$ cat src/rtl/sr_flag_arbiter_pkg.sv
// ---------------------------------------------------------------------------
// sr_flag_arbiter_pkg
//   Shared definitions for the SR flag arbiter slice: the operation encoding
//   carried on each requester's op line and the default bank dimensions.
// ---------------------------------------------------------------------------
package sr_flag_arbiter_pkg;

   // Operation requested on op[r]: set drives S, clear drives R.
   typedef enum logic {
      OP_CLR = 1'b0,
      OP_SET = 1'b1
   } op_e;

   localparam int DEF_NREQ  = 4;
   localparam int DEF_NFLAG = 8;
   localparam int DEF_IDXW  = 3;

endpackage

$ cat src/rtl/sr_flag_arbiter_cell.sv
// ---------------------------------------------------------------------------
// sr_cell
//   One SR flip-flop of the flag bank, synchronous active-high reset.
//   S=1 sets Q, R=1 clears Q, S=R=1 holds (the arbiter never produces it).
// Ports:
//   clk  in  rising-edge clock
//   rst  in  synchronous reset, active-high (Q=0, Qn=1)
//   S    in  set strobe
//   R    in  reset strobe
//   Q    out stored value (registered)
//   Qn   out complement of Q (registered alongside Q)
// ---------------------------------------------------------------------------
module sr_cell (
   input  logic clk,
   input  logic rst,
   input  logic S,
   input  logic R,
   output logic Q,
   output logic Qn
);

   logic q_r;
   logic qn_r;

   // SR storage with complementary output kept in its own register
   always_ff @(posedge clk) begin
      if (rst) begin
         q_r  <= 1'b0;
         qn_r <= 1'b1;
      end else begin
         case ({S, R})
            2'b10: begin
               q_r  <= 1'b1;
               qn_r <= 1'b0;
            end
            2'b01: begin
               q_r  <= 1'b0;
               qn_r <= 1'b1;
            end
            default: begin
               q_r  <= q_r;
               qn_r <= qn_r;
            end
         endcase
      end
   end

   assign Q  = q_r;
   assign Qn = qn_r;

endmodule

$ cat src/rtl/sr_flag_arbiter.sv
// ---------------------------------------------------------------------------
// sr_flag_arbiter
//   Round-robin arbiter sharing NFLAG SR flag cells between NREQ requesters.
//   One test-and-set / test-and-clear is executed per cycle; the grant, the
//   S/R strobe to the addressed cell, ack and ok all take effect at the same
//   edge, so the request-to-ack latency is one cycle.
// Ports:
//   clk     in  rising-edge clock
//   rst     in  synchronous reset, active-high
//   req     in  [NREQ]       per-requester request, held until ack
//   op      in  [NREQ]       per-requester op, 1 = set, 0 = clear
//   idx     in  [NREQ*IDXW]  per-requester flag index, slice r*IDXW +: IDXW
//   ack     out [NREQ]       one-hot, one-cycle completion pulse
//   ok      out              old-value test result, 0 whenever ack = 0
//   flags   out [NFLAG]      Q of each cell
//   flags_n out [NFLAG]      Qn of each cell
// ---------------------------------------------------------------------------
module sr_flag_arbiter
   import sr_flag_arbiter_pkg::*;
#(
   parameter int NREQ  = DEF_NREQ,
   parameter int NFLAG = DEF_NFLAG,
   parameter int IDXW  = DEF_IDXW
) (
   input  logic                 clk,
   input  logic                 rst,
   input  logic [NREQ-1:0]      req,
   input  logic [NREQ-1:0]      op,
   input  logic [NREQ*IDXW-1:0] idx,
   output logic [NREQ-1:0]      ack,
   output logic                 ok,
   output logic [NFLAG-1:0]     flags,
   output logic [NFLAG-1:0]     flags_n
);

   localparam int PTRW = (NREQ > 1) ? $clog2(NREQ) : 1;

   logic [PTRW-1:0]  ptr_r;
   logic [PTRW-1:0]  ptr_nxt_s;
   logic [NREQ-1:0]  ack_r;
   logic             ok_r;
   logic [NREQ-1:0]  elig_s;
   logic [NREQ-1:0]  gnt_s;
   logic             found_s;
   logic             win_op_s;
   logic [IDXW-1:0]  win_idx_s;
   logic             in_range_s;
   logic             old_s;
   logic             ok_nxt_s;
   logic [NFLAG-1:0] s_vec_s;
   logic [NFLAG-1:0] r_vec_s;
   logic [NFLAG-1:0] flags_s;
   logic [NFLAG-1:0] flags_n_s;

   // Rotating-priority winner: scan pointer..NREQ-1 first, then 0..pointer-1.
   // A requester acked last cycle is masked so its stale req cannot re-win.
   always_comb begin
      elig_s  = req & ~ack_r;
      gnt_s   = {NREQ{1'b0}};
      found_s = 1'b0;
      for (int r = 0; r < NREQ; r++) begin
         if (!found_s && elig_s[r] && (r >= int'(ptr_r))) begin
            gnt_s[r] = 1'b1;
            found_s  = 1'b1;
         end else begin
            found_s  = found_s;
         end
      end
      for (int r = 0; r < NREQ; r++) begin
         if (!found_s && elig_s[r]) begin
            gnt_s[r] = 1'b1;
            found_s  = 1'b1;
         end else begin
            found_s  = found_s;
         end
      end
   end

   // Pick the winner's operation and index, and advance the pointer past it
   always_comb begin
      win_op_s  = 1'b0;
      win_idx_s = {IDXW{1'b0}};
      ptr_nxt_s = ptr_r;
      for (int r = 0; r < NREQ; r++) begin
         if (gnt_s[r]) begin
            win_op_s  = op[r];
            win_idx_s = idx[r*IDXW +: IDXW];
            ptr_nxt_s = (r == NREQ - 1) ? {PTRW{1'b0}} : PTRW'(r + 1);
         end else begin
            win_op_s  = win_op_s;
         end
      end
      in_range_s = (int'(win_idx_s) < NFLAG);
   end

   // S/R decode: at most one cell strobed per cycle, never both lines on one
   // cell. Out-of-range indices touch nothing and report ok=0.
   always_comb begin
      s_vec_s = {NFLAG{1'b0}};
      r_vec_s = {NFLAG{1'b0}};
      old_s   = 1'b0;
      for (int f = 0; f < NFLAG; f++) begin
         if (found_s && in_range_s && (int'(win_idx_s) == f)) begin
            s_vec_s[f] = (win_op_s == OP_SET);
            r_vec_s[f] = (win_op_s == OP_CLR);
            old_s      = flags_s[f];
         end else begin
            old_s      = old_s;
         end
      end
      if (found_s && in_range_s) begin
         ok_nxt_s = (win_op_s == OP_SET) ? ~old_s : old_s;
      end else begin
         ok_nxt_s = 1'b0;
      end
   end

   // Pointer and registered handshake outputs
   always_ff @(posedge clk) begin
      if (rst) begin
         ptr_r <= {PTRW{1'b0}};
         ack_r <= {NREQ{1'b0}};
         ok_r  <= 1'b0;
      end else begin
         if (found_s) begin
            ptr_r <= ptr_nxt_s;
         end else begin
            ptr_r <= ptr_r;
         end
         ack_r <= gnt_s;
         ok_r  <= ok_nxt_s;
      end
   end

   genvar g;
   generate
      for (g = 0; g < NFLAG; g++) begin : g_cell
         sr_cell u_cell (
            .clk (clk),
            .rst (rst),
            .S   (s_vec_s[g]),
            .R   (r_vec_s[g]),
            .Q   (flags_s[g]),
            .Qn  (flags_n_s[g])
         );
      end
   endgenerate

   assign ack     = ack_r;
   assign ok      = ok_r;
   assign flags   = flags_s;
   assign flags_n = flags_n_s;

endmodule

$ cat config.mk
export PLATFORM = sky130hd
export DESIGN_NAME = sr_flag_arbiter
export DESIGN_NICKNAME = d
export VERILOG_FILES = /design/src/rtl/sr_flag_arbiter_pkg.sv /design/src/rtl/sr_flag_arbiter_cell.sv /design/src/rtl/sr_flag_arbiter.sv
export SDC_FILE = /design/constraint.sdc
export NUM_CORES = 1
export LEC_CHECK = 0
export CORE_MARGIN = 2
export CORE_UTILIZATION = 49
export CTS_CLUSTER_DIAMETER = 30
export DETAILED_ROUTE_END_ITERATION = 7
export PLACE_DENSITY = 0.84
export SYNTH_ARGS = -nofsm -noshare
export SYNTH_HDL_FRONTEND = slang
export SYNTH_SLANG_ARGS = --single-unit
$ cat constraint.sdc
create_clock -name clk -period 6.4 [get_ports clk]
set_clock_uncertainty 0.15 [all_clocks]
set_input_delay 1.92 -clock clk [delete_from_list [all_inputs] [get_ports clk]]
set_output_delay 1.92 -clock clk [all_outputs]
set_load 0.005 [all_outputs]
==> results of run 1 <==
## worst max-delay path, stage by stage
cell and delay, ns:
clkdlybuf4s50_1 0.53, or4b_4 0.50, o21ai_2 0.12, a21oi_1 0.16, a22o_1 0.28, nor3b_2 0.44
nand2_1 0.17, nor2_1 0.25, nor2b_1 0.08, a211o_1 0.26
## power by group
part,switching (mW),internal [mW]
registers,0.0134,0.161
clock network,0.0419,0.0244
logic,0.0836,0.0855
total,0.139,0.271
## worst min path at each step
| stage | cells after the start | endpoint | slack (ns) | from |
|---|---|---|---|---|
| finish | 1 | g_cell[1].u_cell.Qn | 0.33 | g_cell[1].u_cell.Qn |
| CTS | 1 | g_cell[0].u_cell.Qn | 0.33 | g_cell[0].u_cell.Qn |
| global route | 1 | g_cell[1].u_cell.Qn | 0.35 | g_cell[1].u_cell.Qn |
| global placement | 1 | g_cell[2].u_cell.Qn | 0.29 | g_cell[2].u_cell.Qn |
| detailed placement | 1 | g_cell[0].u_cell.Qn | 0.30 | g_cell[0].u_cell.Qn |
| floorplan | 1 | g_cell[0].u_cell.Qn | 0.29 | g_cell[0].u_cell.Qn |
## metal layers
layer	track usage	part of all wire	vias to the layer above
li1	-	-	607
met1	0.2407	0.39	597
met2	0.3597	0.49	65
met3	0.05581	0.091	12
met4	0.1190	0.025	0
met5	0	0	-
## kinds of logic after synthesis
kind of cell	Yosys count	share of synthesized area
flops	23	0.3459
compound gates	41	0.2387
mux	5	0.03760
simple gates	64	0.2622
buf+inv	23	0.1156
## Yosys cell counts (2+ instances only)
library cell	instances
nand2_1	10
inv_1	3
or3_1	2
o21ai_0	4
a21oi_1	7
clkbuf_1	3
nor2_1	17
nor2b_1	7
a211o_1	7
o31ai_1	2
a211oi_1	2
nor3_1	7
a22o_1	3
o21bai_1	2
mux2i_1	5
nand3_1	5
nand2b_1	8
buf_4	16
dfxtp_1	23
## registers in the layout, indices dropped and copies added, names as in the netlist
name              cells
g_cell.u_cell.Q       8
ptr_r                 2
ack                   4
g_cell.u_cell.Qn      8
ok                    1
## stage by stage
stage                     cell area (um^2)  instances
after floorplan                       1331        156
after global placement                1647        208
after detailed placement              1647        208
after CTS                             1673        212
after global routing                  1673        212
final                                 1673        212
## area by class of cell
type,count,share of cell area
repair buffers,42,0.2513
clock buffers,4,0.01571
inverters,3,0.006732
multi-input cells,110,0.4286
well taps,30,0.02244
flip-flops and latches,23,0.2752
==> results.md, run 1 <==
- Run status: finished, final reports clean
- Drt wl/cell: between 15 and 20 um
- Initial Util: 0.5278
- Critical path capture point: g_cell[5].u_cell.Qn
- Synthesized area: 1331 um^2
- Fmax: 214.1 MHz
- # Post-CTS Setup Buffers: 0
- P&R area growth vs syn: 25.66%
- Worst VDD drop: around 0.24 mV
- Tcrit/Tclk final: 0.7297
- Hold Path Class: reg -> reg
- CP max FO: 9
- Die Height: around 56 um
- Worst Reg-to-Reg Cells: 9
- Synth warnings: 0
- First-pass GRT wire length: roughly 5400 um
- Core Box Area: roughly 2500 um^2
- P_leak: approximately 0.62 nW
- RSZ-0062 raised after global routing: no
- Antenna Cells: 0
- Total track usage: 0.2128
- DP Worst Slack: around 1.4 ns
- Worst-margin pin slew: ~0.86 ns
- Avg Inst Size Synth: 8.534 um^2
- Synth Register Bits: 23
- Number of I/O pins: 43
- Post-synth top area share: 0.3459
- Clock sinks: 23
- Via density: 6.042
- Max-slew violations: 0
- Multi-input logic area: between 700 and 800 um^2
- Worst flop-to-flop path endpoint: g_cell[5].u_cell.Qn
- Routed Antenna Nets: 0
- Finish-stage setup viols: 0
- Final Util: 0.6632
- Required @ worst endpoint: about 6.5 ns
- CP endpoint kind: flip-flop
- Drt drc: 0
- Fillers: approximately 240
- Initial antenna violation count: 0
- Number of flops mapped to enable cells by yosys: 0
- CTS tree: built
- Die Wd: roughly 56 um
- Hold_buf cts: 0
- Nets: 205
- Clock Path Buffers: 2
- DR iter-0 viols: 51
- CTS root buf: clkbuf_4
- CP Class: in -> reg
- Remaining global-route overflow: 0
- Synthesized netlist cell count: ~160
- Sequential cell area: between 400 and 500 um^2
- Yosys top cell by area: dfxtp_1
- FP Rows: 18
- Worst R2R Start: ptr_r[1]
- Crit path launch: req[0]
- H-tree Lvls: 1
- CTS Buf Count: 3
- Largest cells by area after synthesis: dfxtp_1 35%, buf_4 9.0%, nor2_1 4.8%
- Max-cap violations: 0
- Detailed Route WL: around 3300 um
- Total power: around 0.41 mW
- R2r setup slk: between 3 and 4 ns
- Commonest non-fill, non-tap cells in the layout: 42 x clkdlybuf4s50_1, 23 x dfxtp_1, 17 x nor2_1
- Hold Violations, Final: 0
- Resized cells post-CTS: 0
- Final WS setup: around 1.7 ns
- Hold WS: approximately 0.33 ns
- First-pass iteration count of the detailed router: 5
- Mapped Nets: about 180
- PwrDens: 245.1 nW/um^2
- Commonest non-fill, non-tap cell in the layout: clkdlybuf4s50_1
- Clock transition at path regs: ~0.11 ns
- Vias in the first global route: 1257
- Port buffer count: 42
- Fraction of layout cells with a size suffix above 1: 0.06593
- Vias post-DR: 1281
- Fin crit period: 4.670 ns
- DP HPWL: approximately 2500 um
- Startpoint types: input port
- Rel. slew slack: 0.4218
- Largest net degree at the start of global routing: 25
- Sequential fraction of the synthesis area: 0.3459
- Prevailing post-synth register cell: dfxtp_1
- Async SR Flop Fraction: 0
- Skew-Pair Late Insertion Delay: just over 0.3 ns
- Global placer's final weighted congestion: between 0.8 and 0.9
- Library cells used by synthesis: 42
- Fin Setup TNS: 0 ns
- Full die area: between 3000 and 4000 um^2
- Worst Path Arrival: between 4 and 5 ns
Power figures use the tool's default switching activity.
==> run 2, diff against run 1 <==
--- a/config.mk
+++ b/config.mk
@@ -6,10 +6,10 @@
 export NUM_CORES = 1
 export LEC_CHECK = 0
 export CORE_MARGIN = 2
-export CORE_UTILIZATION = 49
+export CORE_UTILIZATION = 45
 export CTS_CLUSTER_DIAMETER = 30
 export DETAILED_ROUTE_END_ITERATION = 7
-export PLACE_DENSITY = 0.84
+export PLACE_DENSITY = 0.78
 export SYNTH_ARGS = -nofsm -noshare
 export SYNTH_HDL_FRONTEND = slang
 export SYNTH_SLANG_ARGS = --single-unit
==> constraint.sdc (replaced) <==
create_clock -name clk -period 4.5 [get_ports clk]
set_clock_uncertainty 0.15 [all_clocks]
set_input_delay 1.35 -clock clk [delete_from_list [all_inputs] [get_ports clk]]
set_output_delay 1.35 -clock clk [all_outputs]
set_load 0.005 [all_outputs]
==> run 2 against run 1 <==
  * First-iteration DRC count rose by 2.0%
  * Count of clock-buffer cells in the layout fell by 1
  * Non-clock buffer count rose by 1
  * Worst setup slack got worse by 1.3 ns
  * Hold slack barely moved
  * Cell area rose by 0.60%
  * Total power rose by 43%
  * Sequential power rose by 41%
  * Highest routed layer unchanged
==> results.md, run 2 (synthesis gave the netlist of run 1 again) <==
- Run status: finished, final reports clean
- Vias post-DR: ~1300
- Hold Violations, Final: 0
- Clock sinks: 23
- DP HPWL: approximately 2400 um
- CP Class: in -> reg
- Slowest cell delay on critical path: 0.52 ns
- Antenna Cells: 0
- Drt drc: 0
- CTS root buf: clkbuf_4
- Worst R2R Start: ptr_r[1]
- Full die area: 3409 um^2
- Switching power: between 0.15 and 0.2 mW
- Number of I/O pins: 43
- Max-cap violations: 0
- Final WS setup: 0.4482 ns
- Vias in the first global route: ~1200
- Tcrit/Tclk final: 0.9004
- H-tree Lvls: 1
- First-pass GRT wire length: approximately 5500 um
- P&R area growth vs syn: 26.41%
- Largest net degree at the start of global routing: 25
- Critical Path Slowest Stage Cell: clkdlybuf4s50_1
- Combinational fraction of design power: 0.409
- Routed Antenna Nets: 0
- Global placer's final weighted congestion: 0.9452
- Total track usage: 0.2068
- Core Box Area: roughly 2800 um^2
- Fmax: 246.8 MHz
- Worst Hold Path EP: g_cell[2].u_cell.Qn
- DP Worst Slack: ~0.14 ns
- Commonest non-fill, non-tap cell in the layout: clkdlybuf4s50_1
- Sw frac: 0.3408
- Pint: roughly 0.39 mW
- PwrDens: about 350 nW/um^2
- Crit-path leading delay family: compound AO/OA/AOI/OAI gates
- Initial antenna violation count: 0
- Fillers: between 200 and 250
- Worst VDD drop: approximately 0.27 mV
- Clock Power Share: 0.168
- Required @ worst endpoint: between 4 and 5 ns
- RSZ-0062 raised after global routing: no
- Startpoint types: input port
- Commonest non-fill, non-tap cells in the layout: 42 x clkdlybuf4s50_1, 23 x dfxtp_1, 17 x nor2_1
- Clock Path Buffers: 2
- DR iter-0 viols: 52
- Resized cells post-CTS: 0
- Drt wl/cell: ~15 um
- Initial Util: 0.4786
- Remaining global-route overflow: 0
- Fin crit period: 4.052 ns
- Worst Reg-to-Reg Cells: 8
- Finish-stage setup viols: 0
- P_leak: about 0.63 nW
- Hold path startpoint: g_cell[2].u_cell.Qn
- Clock transition at path regs: 0.12 ns
- CP Cell Sequence: clkdlybuf4s50_1 > or4b_4 > o21ai_2 > a21oi_1 > a22o_1 > or3b_4 > a211o_1 > a32o_1 > o31ai_1
- First-pass iteration count of the detailed router: 4
- Post-Layout Cell Count: roughly 210
- Via density: 5.883
- Total power: roughly 0.58 mW
- Rel. slew slack: 0.4445
- Fraction of layout cells with a size suffix above 1: 0.07650
- CTS tree: built
- Worst-margin pin slew: between 0.8 and 0.9 ns
- R2r setup slk: around 1.5 ns
- Die Wd: approximately 58 um
- Worst flop-to-flop path endpoint: ok
- CP endpoint kind: flip-flop
- CTS Buf Count: 3
- Detailed Route WL: approximately 3200 um
- Placed insts: 210
- WP buf/inv: 1
- Max-slew violations: 0
- Port buffer count: between 40 and 50
- Hold_buf cts: 0
- # Post-CTS Setup Buffers: 0
- Hold Path Class: reg -> reg
- Worst Path Arrival: roughly 4.1 ns
- CP max FO: 6
- Skew-Pair Late Insertion Delay: 0.32 ns
- Die Height: about 58 um
- Nets: roughly 200
- Fin Setup TNS: 0 ns
- FP Rows: 19
- Min-Delay Path Depth: 1
- Sequential share of power: 0.423
- Final Util: 0.6050
-- run 2: stage by stage --
step           hold slack [ns]  instance area [um^2]
5_1_grt                 0.3419                  1683
3_5_place_dp            0.2996                  1655
3_3_place_gp            0.2973                  1655
6_report                0.3269                  1683
2_1_floorplan           0.2867                  1331
4_1_cts                 0.3300                  1683
-- run 2: final cells by class --
type | instances | area, um^2 | area share
multi-input combinational | 110 | 716.9 | 0.4260
timing repair buffer | 43 | 427.9 | 0.2543
sequential | 23 | 460.4 | 0.2736
clock buffer | 3 | 22.52 | 0.01338
inverter | 3 | 11.26 | 0.006691
clock inverter | 1 | 5.005 | 0.002974
tap | 31 | 38.79 | 0.02305
-- run 2: worst register-to-register path: stages, from the launching register on --
cell	delay, ns
dfxtp_1	0.50
nand2_1	0.13
a221o_1	0.33
a21oi_1	0.45
a22o_1	0.31
and4bb_2	0.25
a211o_1	0.27
a32o_1	0.23
o31ai_1	0.27
-- run 2: power by group through the flow --
stage                     Sequential [mW]  Clock, mW  Combinational [mW]
after floorplan                     0.248          0               0.169
after global placement              0.251          0               0.233
after detailed placement            0.252          0               0.238
after CTS                           0.247      0.101               0.239
after global routing                0.251      0.108               0.265
final                               0.247     0.0982               0.239
-- run 2: routing by layer --
| metal | part of all wire | track usage |
|---|---|---|
| met1 | 0.42 | 0.2575 |
| met2 | 0.50 | 0.3547 |
| met3 | 0.056 | 0.02418 |
| met4 | 0.021 | 0.09635 |
| met5 | 0 | 0 |
-- run 2: worst max-delay path by stage --
| stage | start | to | slack [ns] | cells past startpoint |
|---|---|---|---|---|
| detailed placement | req[0] | ok | 0.14 | 9 |
| global route | req[0] | g_cell[5].u_cell.Qn | 0.24 | 10 |
| global placement | req[0] | ok | 0.21 | 9 |
| floorplan | req[0] | ok | 0.87 | 10 |
| finish | req[0] | ok | 0.45 | 9 |
| CTS | req[0] | ok | 0.46 | 9 |
==> edit 1 (flow settings as in run 2) <==
Change the package constant `DEF_NREQ` from 4 to 8.
--- a/src/rtl/sr_flag_arbiter_pkg.sv
+++ b/src/rtl/sr_flag_arbiter_pkg.sv
@@ -11,7 +11,7 @@
       OP_SET = 1'b1
    } op_e;
 
-   localparam int DEF_NREQ  = 4;
+   localparam int DEF_NREQ  = 8;
    localparam int DEF_NFLAG = 8;
    localparam int DEF_IDXW  = 3;
 
Interface: changed (resized ack, idx, op and req); port bits go from 43 to 67. No check against the original RTL was run, so the function may have changed too.
==> edit 1 against run 2 <==
  * Sequential share of layout area fell by 10 points
  * Total power is 150% higher
  * Critical path depth up 3
  * Highest routed layer unchanged
  * Routed wire length increased by 130%
  * Cell area up 94%
  * Global-route usage increased by 8.4 points
  * Non-clock buffer count increased by 87
  * Setup slack worse by 0.35 ns
  * Sequential cell count grew 5
  * Register-to-register slack got worse by 0.60 ns
  * Largest cell class unchanged
  * Synthesized area grew 61%
  * Combinational power grew to 3.6 times the old value
==> edit 1: results (changes against run 2) <==
* **number of global-route vias before repair** 2304, was 1212
* **DRT Wirelength** 7470 um, was 3200 um
* **drt pass-1 iters** 5, was 4
* **length in cells of the worst reg-to-reg path** 11, was 8
* **most used standard cells in the synthesized netlist** sky130_fd_sc_hd__nor2_1, sky130_fd_sc_hd__dfxtp_1, sky130_fd_sc_hd__buf_4, was sky130_fd_sc_hd__dfxtp_1, sky130_fd_sc_hd__nor2_1, sky130_fd_sc_hd__buf_4
* **Compound-Gate Fraction of Synth Area** 0.276, was 0.239
* **Final Wtd Congestion** 0.925, was 0.945
* **Total Routing Usage GR** 0.291, was 0.207
* **Clock Pin Slew Worst Setup and Hold Paths** 0.10 ns, was 0.12 ns
* **run status** complete, no violations, unchanged
* **port buffer count** 66, was 42
* **post-synthesis instance total** 255, was 156
* **Cell Count Post-Placement** 406, was 210
* **global-route wire length before repair** 11900 um, was 5540 um
* **multiplexer fraction of the synthesized cell area** 0.0513, was 0.0376
* **largest fanout on the critical path** 8, was 6
* **DRC violation total after the first TritonRoute iteration** 200, was 52
* **number of distinct library cells after synthesis** 68, was 42
* **Layout fillers** 390, was 233
* **total number of vias** 2462, was 1259
* **insertion delay to the later sink of the worst-skew pair** 0.28 ns, was 0.32 ns
* **routed wirelength normalized by instance count** 18.0 um, was 15.0 um
* **maximum resistive drop on vdd** 0.276 mV, was 0.270 mV
* **Seq/Total Area, Yosys** 0.261, was 0.346
* **largest net degree at the start of global routing** 29, was 25
* **Top Family by Delay on Critical Path** simple AND/OR/NAND/NOR gates, was compound AO/OA/AOI/OAI gates
-- edit 1: cell families (layout without fill, tap and decap cells) --
group / after synthesis / after routing
buffers and inverters: 32 / 139
muxes: 11 / 11
DFF: 28 / 28
AOI/OAI and AO/OA: 70 / 70
and+or+nand+nor: 114 / 114
-- edit 1: final timing paths --
path / slack [ns] / start / endpoint
max: 0.10 / req[0] / g_cell[2].u_cell.Qn
min: 0.32 / g_cell[6].u_cell.Qn / g_cell[6].u_cell.Qn
max reg2reg: 0.90 / ptr_r[2] / g_cell[2].u_cell.Qn
min reg2reg: 0.32 / g_cell[6].u_cell.Qn / g_cell[6].u_cell.Qn
-- edit 1: power breakdown --
group / switching (uW) / internal [uW]
registers: 66.6 / 306
logic: 387 / 467
clock network: 88.2 / 119
total: 542 / 892
-- edit 1: what timing repair did --
action | 4_1_cts | 5_1_grt
resized for setup | 0 | 7
setup buffers | 0 | 6
endpoints found under the setup margin | 0 | 8
hold buffers | 0 | 0
-- edit 1: stage by stage --
step                      instance area (sq um)  setup WS (ns)  power (uW)
after floorplan                            2150          0.532         869
after global placement                     3120         -0.168        1190
after detailed placement                   3120         -0.186        1190
after CTS                                  3190         0.0872        1400
after global routing                       3270        -0.0395        1530
final                                      3270          0.102        1430
-- edit 1: area by class of cell --
| type | count | share of cell area |
|---|---|---|
| Clock inverter | 1 | 0.00918 |
| Multi-Input combinational cell | 195 | 0.431 |
| Inverter | 5 | 0.00574 |
| Timing Repair Buffer | 130 | 0.349 |
| Sequential cell | 28 | 0.171 |
| Clock buffer | 3 | 0.0126 |
| Tap cell | 54 | 0.0207 |
-- edit 1: layer usage --
layer	up-vias	share of wire	routed length [um]
li1	1181	-	-
met1	1132	0.46	3430
met3	13	0.093	693
met5	-	0	0
met4	0	0.013	98
met2	136	0.43	3240
==> edit 2 (flow settings as in run 2) <==
Without the edit above. Reset style: asynchronous (`rst`), changed in 2 clocked blocks. Comments in the files are not updated.
--- a/src/rtl/sr_flag_arbiter_cell.sv
+++ b/src/rtl/sr_flag_arbiter_cell.sv
@@ -23,7 +23,7 @@
    logic qn_r;
 
    // SR storage with complementary output kept in its own register
-   always_ff @(posedge clk) begin
+   always_ff @(posedge clk or posedge rst) begin
       if (rst) begin
          q_r  <= 1'b0;
          qn_r <= 1'b1;
--- a/src/rtl/sr_flag_arbiter.sv
+++ b/src/rtl/sr_flag_arbiter.sv
@@ -116,7 +116,7 @@
    end
 
    // Pointer and registered handshake outputs
-   always_ff @(posedge clk) begin
+   always_ff @(posedge clk or posedge rst) begin
       if (rst) begin
          ptr_r <= {PTRW{1'b0}};
          ack_r <= {NREQ{1'b0}};
Function: differs if rst is asserted again (counterexample within 4 cycles, from zero or initial values and one cycle with rst high); with rst held inactive, the same outputs for 10 cycles.
==> edit 2 against run 2 <==
  * Setup slack gained 0.17 ns
  * Maximum frequency increased by 4.4%
  * Register-to-register slack improved by 0.13 ns
  * Routed wire length rose by 4.8%
  * Synthesized cell count down 10%
  * Sequential cell count stayed put
  * Critical path depth grew 1
  * Via count shrank 8.3%
  * Synthesized area is 10% higher
  * Cell area is 9.0% higher
Power is not compared: it rests on default switching activity, and its combinational part moved more than twofold at a synthesized area within 25%.
==> edit 2: results (changes against run 2) <==
* **total number of nets in the final design** 191, was 206
* **global-route wire length before repair** 5350 um, was 5540 um
* **number of global-route vias before repair** 1184, was 1212
* **mean number of vias per cell** 5.44, was 5.88
* **met2 layer wire length in the routed design** 1610 um, was 1600 um
* **detailed placer's ending HPWL** 2560 um, was 2440 um
* **drt pass-1 iters** 4, unchanged
* **met2 usage in global routing** 0.328, was 0.355
* **CP Data Arrival Time** 3.94 ns, was 4.13 ns
* **start point of the worst hold path** g_cell[7].u_cell.Qn, was g_cell[2].u_cell.Qn
* **met3 layer usage reported by global route** 0.0378, was 0.0242
* **biggest area contributors in the synthesized netlist** sky130_fd_sc_hd__dfrtp_1, sky130_fd_sc_hd__dfstp_2, sky130_fd_sc_hd__buf_4, sky130_fd_sc_hd__mux2_2, sky130_fd_sc_hd__mux2_1, was sky130_fd_sc_hd__dfxtp_1, sky130_fd_sc_hd__buf_4, sky130_fd_sc_hd__nor2_1, sky130_fd_sc_hd__a211o_1, sky130_fd_sc_hd__mux2i_1
* **Total Routing Usage GR** 0.196, was 0.207
* **met1 routing resource usage after global routing** 0.255, was 0.257
* **met3 wire length** 197 um, was 179 um
* **most used standard cells in the synthesized netlist** sky130_fd_sc_hd__buf_4, sky130_fd_sc_hd__dfrtp_1, sky130_fd_sc_hd__nand2_1, was sky130_fd_sc_hd__dfxtp_1, sky130_fd_sc_hd__nor2_1, sky130_fd_sc_hd__buf_4
* **Critical R2R Launch** ptr_r[0], was ptr_r[1]
* **Slew @ Worst Pin** 0.911 ns, was 0.831 ns
* **run status** complete, no violations, unchanged
* **most used flip-flop cell after synthesis** sky130_fd_sc_hd__dfrtp_1, was sky130_fd_sc_hd__dfxtp_1
* **net count of the mapped netlist** 162, was 178
* **DRC violation total after the first TritonRoute iteration** 42, was 52
* **Layout fillers** 273, was 233
* **largest stage delay on the critical path** 0.50 ns, was 0.52 ns
* **proportion of register bits with asynchronous set or reset after synthesis** 1.00, was 0
* **detailed-routing wirelength on met1** 1510 um, was 1350 um
* **share of layout cells above drive strength 1** 0.185, was 0.0765
* **Final Wtd Congestion** 0.936, was 0.945
* **Top Family by Delay on Critical Path** simple AND/OR/NAND/NOR gates, was compound AO/OA/AOI/OAI gates
* **Seq/Total Area, Yosys** 0.400, was 0.346
* **routed wirelength normalized by instance count** 15.8 um, was 15.0 um
edit 2: cell types whose count changed after synthesis, sizes merged, moves of 3 or more:
| cell | delta |
|---|---|
| dfxtp | -23 |
| dfstp | +8 |
| a211oi | -3 |
| nor2b | -3 |
| dfrtp | +15 |
| nor3 | -3 |
| a22o | -3 |
| nor2 | -8 |
| nand2b | -3 |
| mux2 | +13 |
| nand3 | -4 |
| a211o | -7 |
edit 2: kinds of logic after synthesis:
kind of cell	after synthesis	synth area share
xor+xnor	1	0.00598
buf+inv	23	0.107
simple gates	49	0.189
mux	16	0.121
flops	23	0.400
compound gates	28	0.178
edit 2: layout make-up:
cell class	count	share of cell area
multi-input cells	94	0.394
flip-flops and latches	23	0.319
repair buffers	43	0.233
well taps	44	0.0300
clock buffers	4	0.0143
inverters	4	0.00955
edit 2: worst paths after layout:
path,end,slack [ns],cells past startpoint
max in group asynchronous,g_cell[4].u_cell.Q,2.28,2
setup / recovery,g_cell[1].u_cell.Q,0.62,10
hold / removal,g_cell[7].u_cell.Qn,0.37,2
min in group asynchronous,g_cell[3].u_cell.Q,1.37,2
hold reg to reg,g_cell[7].u_cell.Qn,0.37,2
setup reg to reg,g_cell[1].u_cell.Q,1.63,9
edit 2: metrics by stage:
stage | util | std cells | setup WS [ns] | instance area [sq um]
global placement | 0.587 | 208 | 0.324 | 1810
finish | 0.596 | 212 | 0.618 | 1830
floorplan | - | 140 | 0.981 | 1460
detailed placement | 0.587 | 208 | 0.308 | 1810
CTS | 0.596 | 212 | 0.629 | 1830
global route | 0.596 | 212 | 0.503 | 1830
edit 2: power groups by stage:
stage	combinational (uW)	clock [uW]	sequential, uW
after floorplan	611	0	398
after global routing	872	112	431
after global placement	790	0	414
after CTS	807	99.9	415
final	803	97.4	416
after detailed placement	802	0	419
